--- src/rtl/cnt_10_chain_ctrl.sv ---
// Start/stop/clear/load sequencer for a cascade of BCD decade counters driven by a prescaled tick.
// Optional compare/stop-on-match feature enabled by defining CNT_CHAIN_CMP_EN.
module cnt_10_chain_ctrl #(
   parameter int DIGITS   = 4,
   parameter int PRESCALE = 10,
   parameter int PS_W     = 8
) (
   input  logic                  CLK,
   input  logic                  RES,
   input  logic                  START,
   input  logic                  STOP,
   input  logic                  CLEAR,
   input  logic                  LOAD,
   input  logic [4*DIGITS-1:0]   LOAD_VAL,
`ifdef CNT_CHAIN_CMP_EN
   input  logic [4*DIGITS-1:0]   CMP_VAL,
   output logic                  MATCH,
`endif
   output logic [4*DIGITS-1:0]   BCD,
   output logic                  CARRY,
   output logic                  RUNNING,
   output logic [1:0]            STATE
);

   typedef enum logic [1:0] {
      ST_IDLE  = 2'b00,
      ST_RUN   = 2'b01,
      ST_PAUSE = 2'b10,
      ST_DONE  = 2'b11
   } state_t;

   localparam logic [PS_W-1:0] PS_LAST = PS_W'(PRESCALE - 1);
   localparam logic [PS_W-1:0] PS_ZERO = {PS_W{1'b0}};
   localparam logic [PS_W-1:0] PS_ONE  = {{(PS_W-1){1'b0}}, 1'b1};

   state_t                state_r;
   logic [PS_W-1:0]       ps_r;
   logic [4*DIGITS-1:0]   bcd_r;
   logic                  carry_r;
   logic                  running_r;
   logic [4*DIGITS-1:0]   bcd_inc_s;
   logic                  chain_s;
   logic                  all_nine_s;
   logic                  tick_s;
   logic                  hit_s;

   function automatic logic [3:0] clamp_digit(input logic [3:0] d);
      return (d > 4'd9) ? 4'd9 : d;
   endfunction

   function automatic logic [4*DIGITS-1:0] clamp_word(input logic [4*DIGITS-1:0] w);
      logic [4*DIGITS-1:0] r;
      r = w;
      for (int i = 0; i < DIGITS; i++) begin
         r[4*i +: 4] = clamp_digit(w[4*i +: 4]);
      end
      return r;
   endfunction

`ifdef CNT_CHAIN_CMP_EN
   logic match_r;

   // A compare word holding any non-decimal nibble can never be reached by the counter.
   function automatic logic cmp_valid(input logic [4*DIGITS-1:0] w);
      logic ok;
      ok = 1'b1;
      for (int i = 0; i < DIGITS; i++) begin
         if (w[4*i +: 4] > 4'd9) begin
            ok = 1'b0;
         end else begin
            ok = ok;
         end
      end
      return ok;
   endfunction
`endif

   // Single-edge increment of the whole cascade: each digit steps when all lower digits are 9.
   always_comb begin
      bcd_inc_s = bcd_r;
      chain_s   = 1'b1;
      for (int i = 0; i < DIGITS; i++) begin
         if (chain_s) begin
            bcd_inc_s[4*i +: 4] = (bcd_r[4*i +: 4] == 4'd9) ? 4'd0 : bcd_r[4*i +: 4] + 4'd1;
         end else begin
            bcd_inc_s[4*i +: 4] = bcd_r[4*i +: 4];
         end
         chain_s = chain_s && (bcd_r[4*i +: 4] == 4'd9);
      end
      all_nine_s = chain_s;
   end

   // Prescaler terminal count qualifies the tick; compare hit is judged on the post-increment value.
   always_comb begin
      tick_s = (state_r == ST_RUN) && (ps_r == PS_LAST);
`ifdef CNT_CHAIN_CMP_EN
      hit_s  = tick_s && cmp_valid(CMP_VAL) && (bcd_inc_s == CMP_VAL);
`else
      hit_s  = 1'b0;
`endif
   end

   // Command FSM, prescaler and counter register, all outputs registered.
   always_ff @(posedge CLK or negedge RES) begin
      if (!RES) begin
         state_r   <= ST_IDLE;
         ps_r      <= PS_ZERO;
         bcd_r     <= {(4*DIGITS){1'b0}};
         carry_r   <= 1'b0;
         running_r <= 1'b0;
`ifdef CNT_CHAIN_CMP_EN
         match_r   <= 1'b0;
`endif
      end else begin
         carry_r <= 1'b0;
`ifdef CNT_CHAIN_CMP_EN
         match_r <= 1'b0;
`endif
         if (CLEAR) begin
            bcd_r     <= {(4*DIGITS){1'b0}};
            ps_r      <= PS_ZERO;
            state_r   <= ST_IDLE;
            running_r <= 1'b0;
         end else if (LOAD) begin
            bcd_r     <= clamp_word(LOAD_VAL);
            ps_r      <= PS_ZERO;
            state_r   <= ST_IDLE;
            running_r <= 1'b0;
         end else begin
            case (state_r)
               ST_IDLE: begin
                  ps_r <= PS_ZERO;
                  if (!STOP && START) begin
                     state_r   <= ST_RUN;
                     running_r <= 1'b1;
                  end else begin
                     state_r   <= ST_IDLE;
                     running_r <= 1'b0;
                  end
               end
               ST_RUN: begin
                  // STOP on a tick edge drops the increment and leaves the prescaler at terminal count.
                  if (STOP) begin
                     state_r   <= ST_PAUSE;
                     running_r <= 1'b0;
                  end else if (tick_s) begin
                     ps_r    <= PS_ZERO;
                     bcd_r   <= bcd_inc_s;
                     carry_r <= all_nine_s;
                     if (hit_s) begin
                        state_r   <= ST_DONE;
                        running_r <= 1'b0;
`ifdef CNT_CHAIN_CMP_EN
                        match_r   <= 1'b1;
`endif
                     end else begin
                        state_r   <= ST_RUN;
                        running_r <= 1'b1;
                     end
                  end else begin
                     ps_r      <= ps_r + PS_ONE;
                     state_r   <= ST_RUN;
                     running_r <= 1'b1;
                  end
               end
               ST_PAUSE, ST_DONE: begin
                  if (!STOP && START) begin
                     state_r   <= ST_RUN;
                     running_r <= 1'b1;
                  end else begin
                     state_r   <= state_r;
                     running_r <= 1'b0;
                  end
               end
               default: begin
                  state_r   <= ST_IDLE;
                  ps_r      <= PS_ZERO;
                  running_r <= 1'b0;
               end
            endcase
         end
      end
   end

   assign BCD     = bcd_r;
   assign CARRY   = carry_r;
   assign RUNNING = running_r;
   assign STATE   = state_r;
`ifdef CNT_CHAIN_CMP_EN
   assign MATCH   = match_r;
`endif

endmodule

--- config.mk ---
export PLATFORM = sky130hd
export DESIGN_NAME = cnt_10_chain_ctrl
export DESIGN_NICKNAME = d
export VERILOG_FILES = /design/src/rtl/cnt_10_chain_ctrl.sv
export SDC_FILE = /design/constraint.sdc
export NUM_CORES = 1
export LEC_CHECK = 0
export ABC_AREA = 1
export BUFFER_PORTS_ARGS = -buffer_cell sky130_fd_sc_hd__buf_2
export CAP_MARGIN = 20
export CORE_MARGIN = 2
export CORE_UTILIZATION = 49
export CTS_CLUSTER_DIAMETER = 60
export DETAILED_ROUTE_END_ITERATION = 10
export GPL_TIMING_DRIVEN = 0
export PLACE_DENSITY_LB_ADDON = 0.2
export SETUP_SLACK_MARGIN = 0.02
export SLEW_MARGIN = 20
export SYNTH_ARGS = -nofsm -noshare
export SYNTH_HDL_FRONTEND = slang
export SYNTH_SLANG_ARGS = --single-unit
--- constraint.sdc ---
create_clock -name CLK -period 2.7 [get_ports CLK]
set_input_delay 0 -clock CLK [delete_from_list [all_inputs] [get_ports CLK]]
set_output_delay 0 -clock CLK [all_outputs]
set_load 0.01 [all_outputs]
**Word-level counts from Yosys, hierarchy flattened**

Index checks and enable logic that the tools add are counted.

- Add/sub/neg operators: 5
- Order comparisons: 4
- Eq/ne operators: 11
- Muxes and demuxes: 37
- Reduce and logical (&&, ||, !) cells: 20

Operators with widths:

| cell | number |
|---|---|
| 16-bit 2-to-1 mux | 5 |
| 4-bit 2-to-1 mux | 11 |
| 8-bit 2-to-1 mux | 4 |
| 4-bit by 1-bit adder with 4-bit output, second input constant | 4 |
| 4-bit == test, second input constant | 4 |
| 4-bit > comparator, second input constant | 4 |
| 8-bit case mux with 2 select lines | 1 |
| 3-bit nonzero test | 5 |
| 4-bit AND reduction | 3 |
| 1-bit 2-to-1 mux | 10 |
| 8-bit by 1-bit adder with 8-bit output, second input constant | 1 |
| 8-bit by 4-bit == test with 1-bit output, second input constant | 1 |
| 2-bit 2-to-1 mux | 4 |
| 4-bit inequality test, second input constant | 2 |
| 2-bit case mux with 3 select lines | 1 |
| 1-bit logical AND | 5 |
| 2-bit == test, second input constant | 2 |
| 4-bit nonzero test | 1 |
| 3-bit by 1-bit inequality test with 1-bit output, second input constant | 1 |
| 3-bit AND reduction | 1 |
| 3-bit OR reduction | 1 |
| 2-bit by 1-bit == test with 1-bit output, second input constant | 1 |
| 2-bit zero test | 1 |
| 1-bit case mux with 2 select lines | 1 |
| other kinds (3) | 3 |

- Flip-flop bits (word level): 28
- Input bits: 22
- Output and inout bits: 20
- Logic and storage cells: 85

**Longest topological paths before layout**

- Word-level depth: 9
- Gate-level depth with buffers: 10
- Mapped depth without buffers: 10

**Least setup slack after synthesis**

OpenSTA, ideal clock, no wires.

- Kind: flip-flop to flip-flop
- Start: register bcd_r[1], in the netlist BCD[1]
- End: register bcd_r[14], in the netlist BCD[14]
- Library setup time: 66 ps
- Arrival: 1,328 ps
- Data required time: 2,634 ps
- Slack: 1,307 ps
- Stages on the path, launching flop included: 11
- Buffers on the path: 0
- Period minus slack after synthesis: 1,393 ps
- Cell sequence: dfrtp_1 inv_1 ha_1 nand2_1 nor2_1 nand2_1 nor2_2 nand3_2 nand2_2 nand2_1 nand2_1

- Longest elaborated chain between the ends: 5

Ends and longest elaborated chain:

| element | line | text |
|---|---|---|
| start: declaration | 38 | `logic [4*DIGITS-1:0] bcd_r;` |
| start signal: assignment | 108 | `bcd_r <= {(4*DIGITS){1'b0}};` |
| start signal: assignment | 120 | `bcd_r <= {(4*DIGITS){1'b0}};` |
| start signal: assignment | 125 | `bcd_r <= clamp_word(LOAD_VAL);` |
| 4-bit == test | 88 | `chain_s = chain_s && (bcd_r[4*i +: 4] == 4'd9);` |
| 1-bit logical AND (2 in a row) | 88 |  |
| 3-bit nonzero test (no line) | -- |  |
| 4-bit AND reduction (no line) | -- |  |

No other way between the ends.
A chain may end at the register's enable or synchronous reset.

**Worst setup path in the final report**

- Start: register bcd_r[5], in the netlist BCD[5]
- End: register bcd_r[13], in the netlist BCD[13]

The elaborated chain is that of the path after synthesis.

==> flow_summary.yaml <==
outcome:
  status: "complete, no violations"
routing:
  drtIter0Drc: 120
  wl_met2_mm: 1.865
  met1Wirelength_mm: 2.107
  wl_met3_um: 218
  wl_per_cell_um: 11.63
  viasPerCell: 5.152
  first_pass_iters: 4
  routed_wl_mm: 4.211
  ant_nets: 0
  vias: 1865
  top_layer_used: "met4"
  drc_errors: 0
critical_path:
  r2r-end: "BCD[13]"
  crit_top_cell: "nand2_1"
  cp-start-kind: "flip-flop"
  required_ns: 2.91
  max_stage_delay_ns: 0.46
  crit_fanout: 6
  r2r-start: "BCD[5]"
  reg2reg_setup_slack_ns: 1.11
  critPathBufInv: 1
  crit_chain: "inv_1 -> ha_1 -> nand2_1 -> nor2_2 -> nand2_1 -> nor2_2 -> nand3_2 -> nand2_2 -> nand2_1 -> nand2_1"
  crit_type: "reg2reg"
  worstPathArrival_ns: 1.81
  end_kind: "flip-flop"
  rr_worst_depth: 10
  crit_family: "simple AND/OR/NAND/NOR gates"
  critPathSlowestCell: "dfrtp_1"
worst_hold_path:
  hold_depth: 3
  min_from: "START"
  hold_class: "in2reg"
  min_to: "RUNNING"
pwr:
  p_leak_nw: 1.148
  seq_power_share_pct: 47.2
  p_sw_share_pct: 29.25
  p_comb_share_pct: 21.6
  p_switching_uw: 305.9
  powerDensity_nw_per_um2: 456.6
  peakVddDrop_uv: 220.6
  clockPowerShare_pct: 31.3
  p_int_uw: 739.7
timing:
  relSlewSlack_pct: 57.02
  tns_ns: 0
  skew_ns: 0.002268
  slew_violations: 0
  worst_slew_pin_slew_ns: 0.6447
  post-route-period-util_pct: 58.91
  setup_viol: 0
  fin_crit_ns: 1.591
  final_hold_viol_count: 0
  fmax_mhz: 628.7
  rsz0062_at_grt: "no"
die:
  die-width_um: 67.06
  core_um2: 3744
  die_area_um2: 4496
  rows: 22
  ios: 42
  die_y_um: 67.06
  start_util_pct: 52.04
layout:
  drive_gt1_share_pct: 22.61
  area_delta_synth_final_pct: 17.53
  fin_area_um2: 2290
  nets: 347
  diodes: 0
synthesis:
  ys.flop_type: "dfrtp_1"
  synth_seq_cells: 28
  syn_nets: 301
  synth_warnings: 0
  synth_edf_count: 0
  async_flop_share_pct: 100.0
  synth.distinct_cells: 32
  synthCells: 269
  synth_area_per_cell_um2: 7.242
  ys_seq_area_share_pct: 35.97
  synthesis.area_um2: 1948
clock_tree:
  cts-root-buf: "clkbuf_8"
  cts_setup_buffers: 0
  clock_latency_ns: 0.27
  cts_hold_buf: 1
  clk_transition_reported_paths_ns: 0.09
  cts.sinks: 28
  cts_tree: "yes"
  cts_buffers: 3
  ctsLongestPathBuffers: 2
  cts_max_level: 1
  cts_repair_resize_count: 0
global_route:
  antenna_found_initial: 0
  grt_pass1_vias: 1710
  grt_pass1_wl_mm: 7.348
  grt-ovfl-total: 0
  grt_max_degree: 29
  grt_usage_pct: 20.96
place:
  hpwlAfterDp_mm: 3.239
  place_area_um2: 2208
  place_congestion: 0.8588
  io_buffers: 40
job:
  drv_cap: 0
==> synthesized netlist by cell type, drive strengths merged (2+ instances only) <==
library cell / count / area (µm²)
buf: 4 / 32.53
dfrtp: 28 / 700.7
nand3: 33 / 190.2
o21ai: 30 / 150.1
nand3b: 3 / 22.52
or2: 2 / 12.52
ha: 10 / 125.1
o21a: 2 / 15.01
nor3: 2 / 15.01
nor2: 32 / 153.9
nand4: 2 / 12.51
xor2: 3 / 26.28
inv: 28 / 105.1
a21oi: 10 / 50.05
nand2: 74 / 295.3
==> state kept, by name, summed over array words and instances (netlist names) <==
register	cells
BCD	16
CARRY	1
RUNNING	1
STATE	2
ps_r	8
==> cell type report <==
cell class | instances | area (µm²)
Buffer | 4 | 32.53
Clock buffer | 3 | 41.29
Clock inverter | 1 | 30.03
Fill cell | 380 | 1454
Inverter | 29 | 108.9
Multi-Input combinational cell | 208 | 1106
Sequential cell | 28 | 700.7
Tap cell | 48 | 60.06
Timing Repair Buffer | 41 | 210.2
==> tightest hold or removal path, stage by stage <==
cell	delay [ns]
buf_2	0.08
o21ai_0	0.11
inv_1	0.06
==> cell usage in the layout (no fill, tap or decap), types with 2 or more instances in the layout <==
cell type and n:
nand2_1 69, buf_2 42, dfrtp_1 28, nand3_1 28, nor2_1 26, inv_1 23
o21ai_0 19, o21ai_1 11, a21oi_1 10, ha_1 10, inv_2 5, nand3_2 5
nor2_2 4, nand2_2 4, nand3b_1 3, xor2_1 3, clkbuf_8 3, buf_6 2
nand4_1 2, o21a_1 2
==> cell families after synthesis <==
group / count (synthesis) / synth area share (%)
flip-flops: 28 / 35.97
XOR/XNOR: 4 / 1.799
adder cells (fa/ha/maj): 10 / 6.423
AND/OR/NAND/NOR: 148 / 36.03
buffers and inverters: 33 / 7.257
AO/OA/AOI/OAI: 46 / 12.52
==> power by group through the flow <==
stage	combinational, mW	clock, mW	sequential, mW
final	0.226	0.327	0.493
after global routing	0.258	0.358	0.499
after detailed placement	0.226	0	0.501
after floorplan	0.127	0	0.507
after global placement	0.222	0	0.500
after CTS	0.228	0.339	0.493
==> how the worst max path moves through the flow <==
| stage | from | to | slack, ns | cells after the start |
|---|---|---|---|---|
| final | BCD[5] | BCD[13] | 1.11 | 10 |
| after global routing | BCD[1] | BCD[14] | 0.94 | 10 |
| after CTS | BCD[5] | BCD[13] | 1.11 | 10 |
| after detailed placement | BCD[5] | BCD[13] | 1.13 | 10 |
| after global placement | BCD[1] | BCD[13] | 1.16 | 10 |
| after floorplan | BCD[1] | BCD[14] | 1.31 | 10 |
==> metrics by stage <==
stage / setup WS (ns) / hold slack [ns] / std cells / power (mW) / util, %
after floorplan: 1.307 / -0.2956 / 269 / 0.6343 / -
after global placement: 1.164 / 0.05888 / 357 / 0.7212 / 58.99
after detailed placement: 1.132 / 0.05963 / 357 / 0.7269 / 58.99
after CTS: 1.106 / 0.006864 / 362 / 1.060 / 61.16
after global routing: 0.9416 / 0.01014 / 362 / 1.114 / 61.16
final: 1.109 / 0.01054 / 362 / 1.046 / 61.16
==> metal layers <==
| layer | vias up | track usage [%] |
|---|---|---|
| li1 | 973 | - |
| met1 | 848 | 28.77 |
| met2 | 42 | 35.52 |
| met3 | 2 | 2.365 |
| met4 | 0 | 4.082 |
| met5 | - | 0 |
Note: power is estimated with default switching activity, not from simulation.
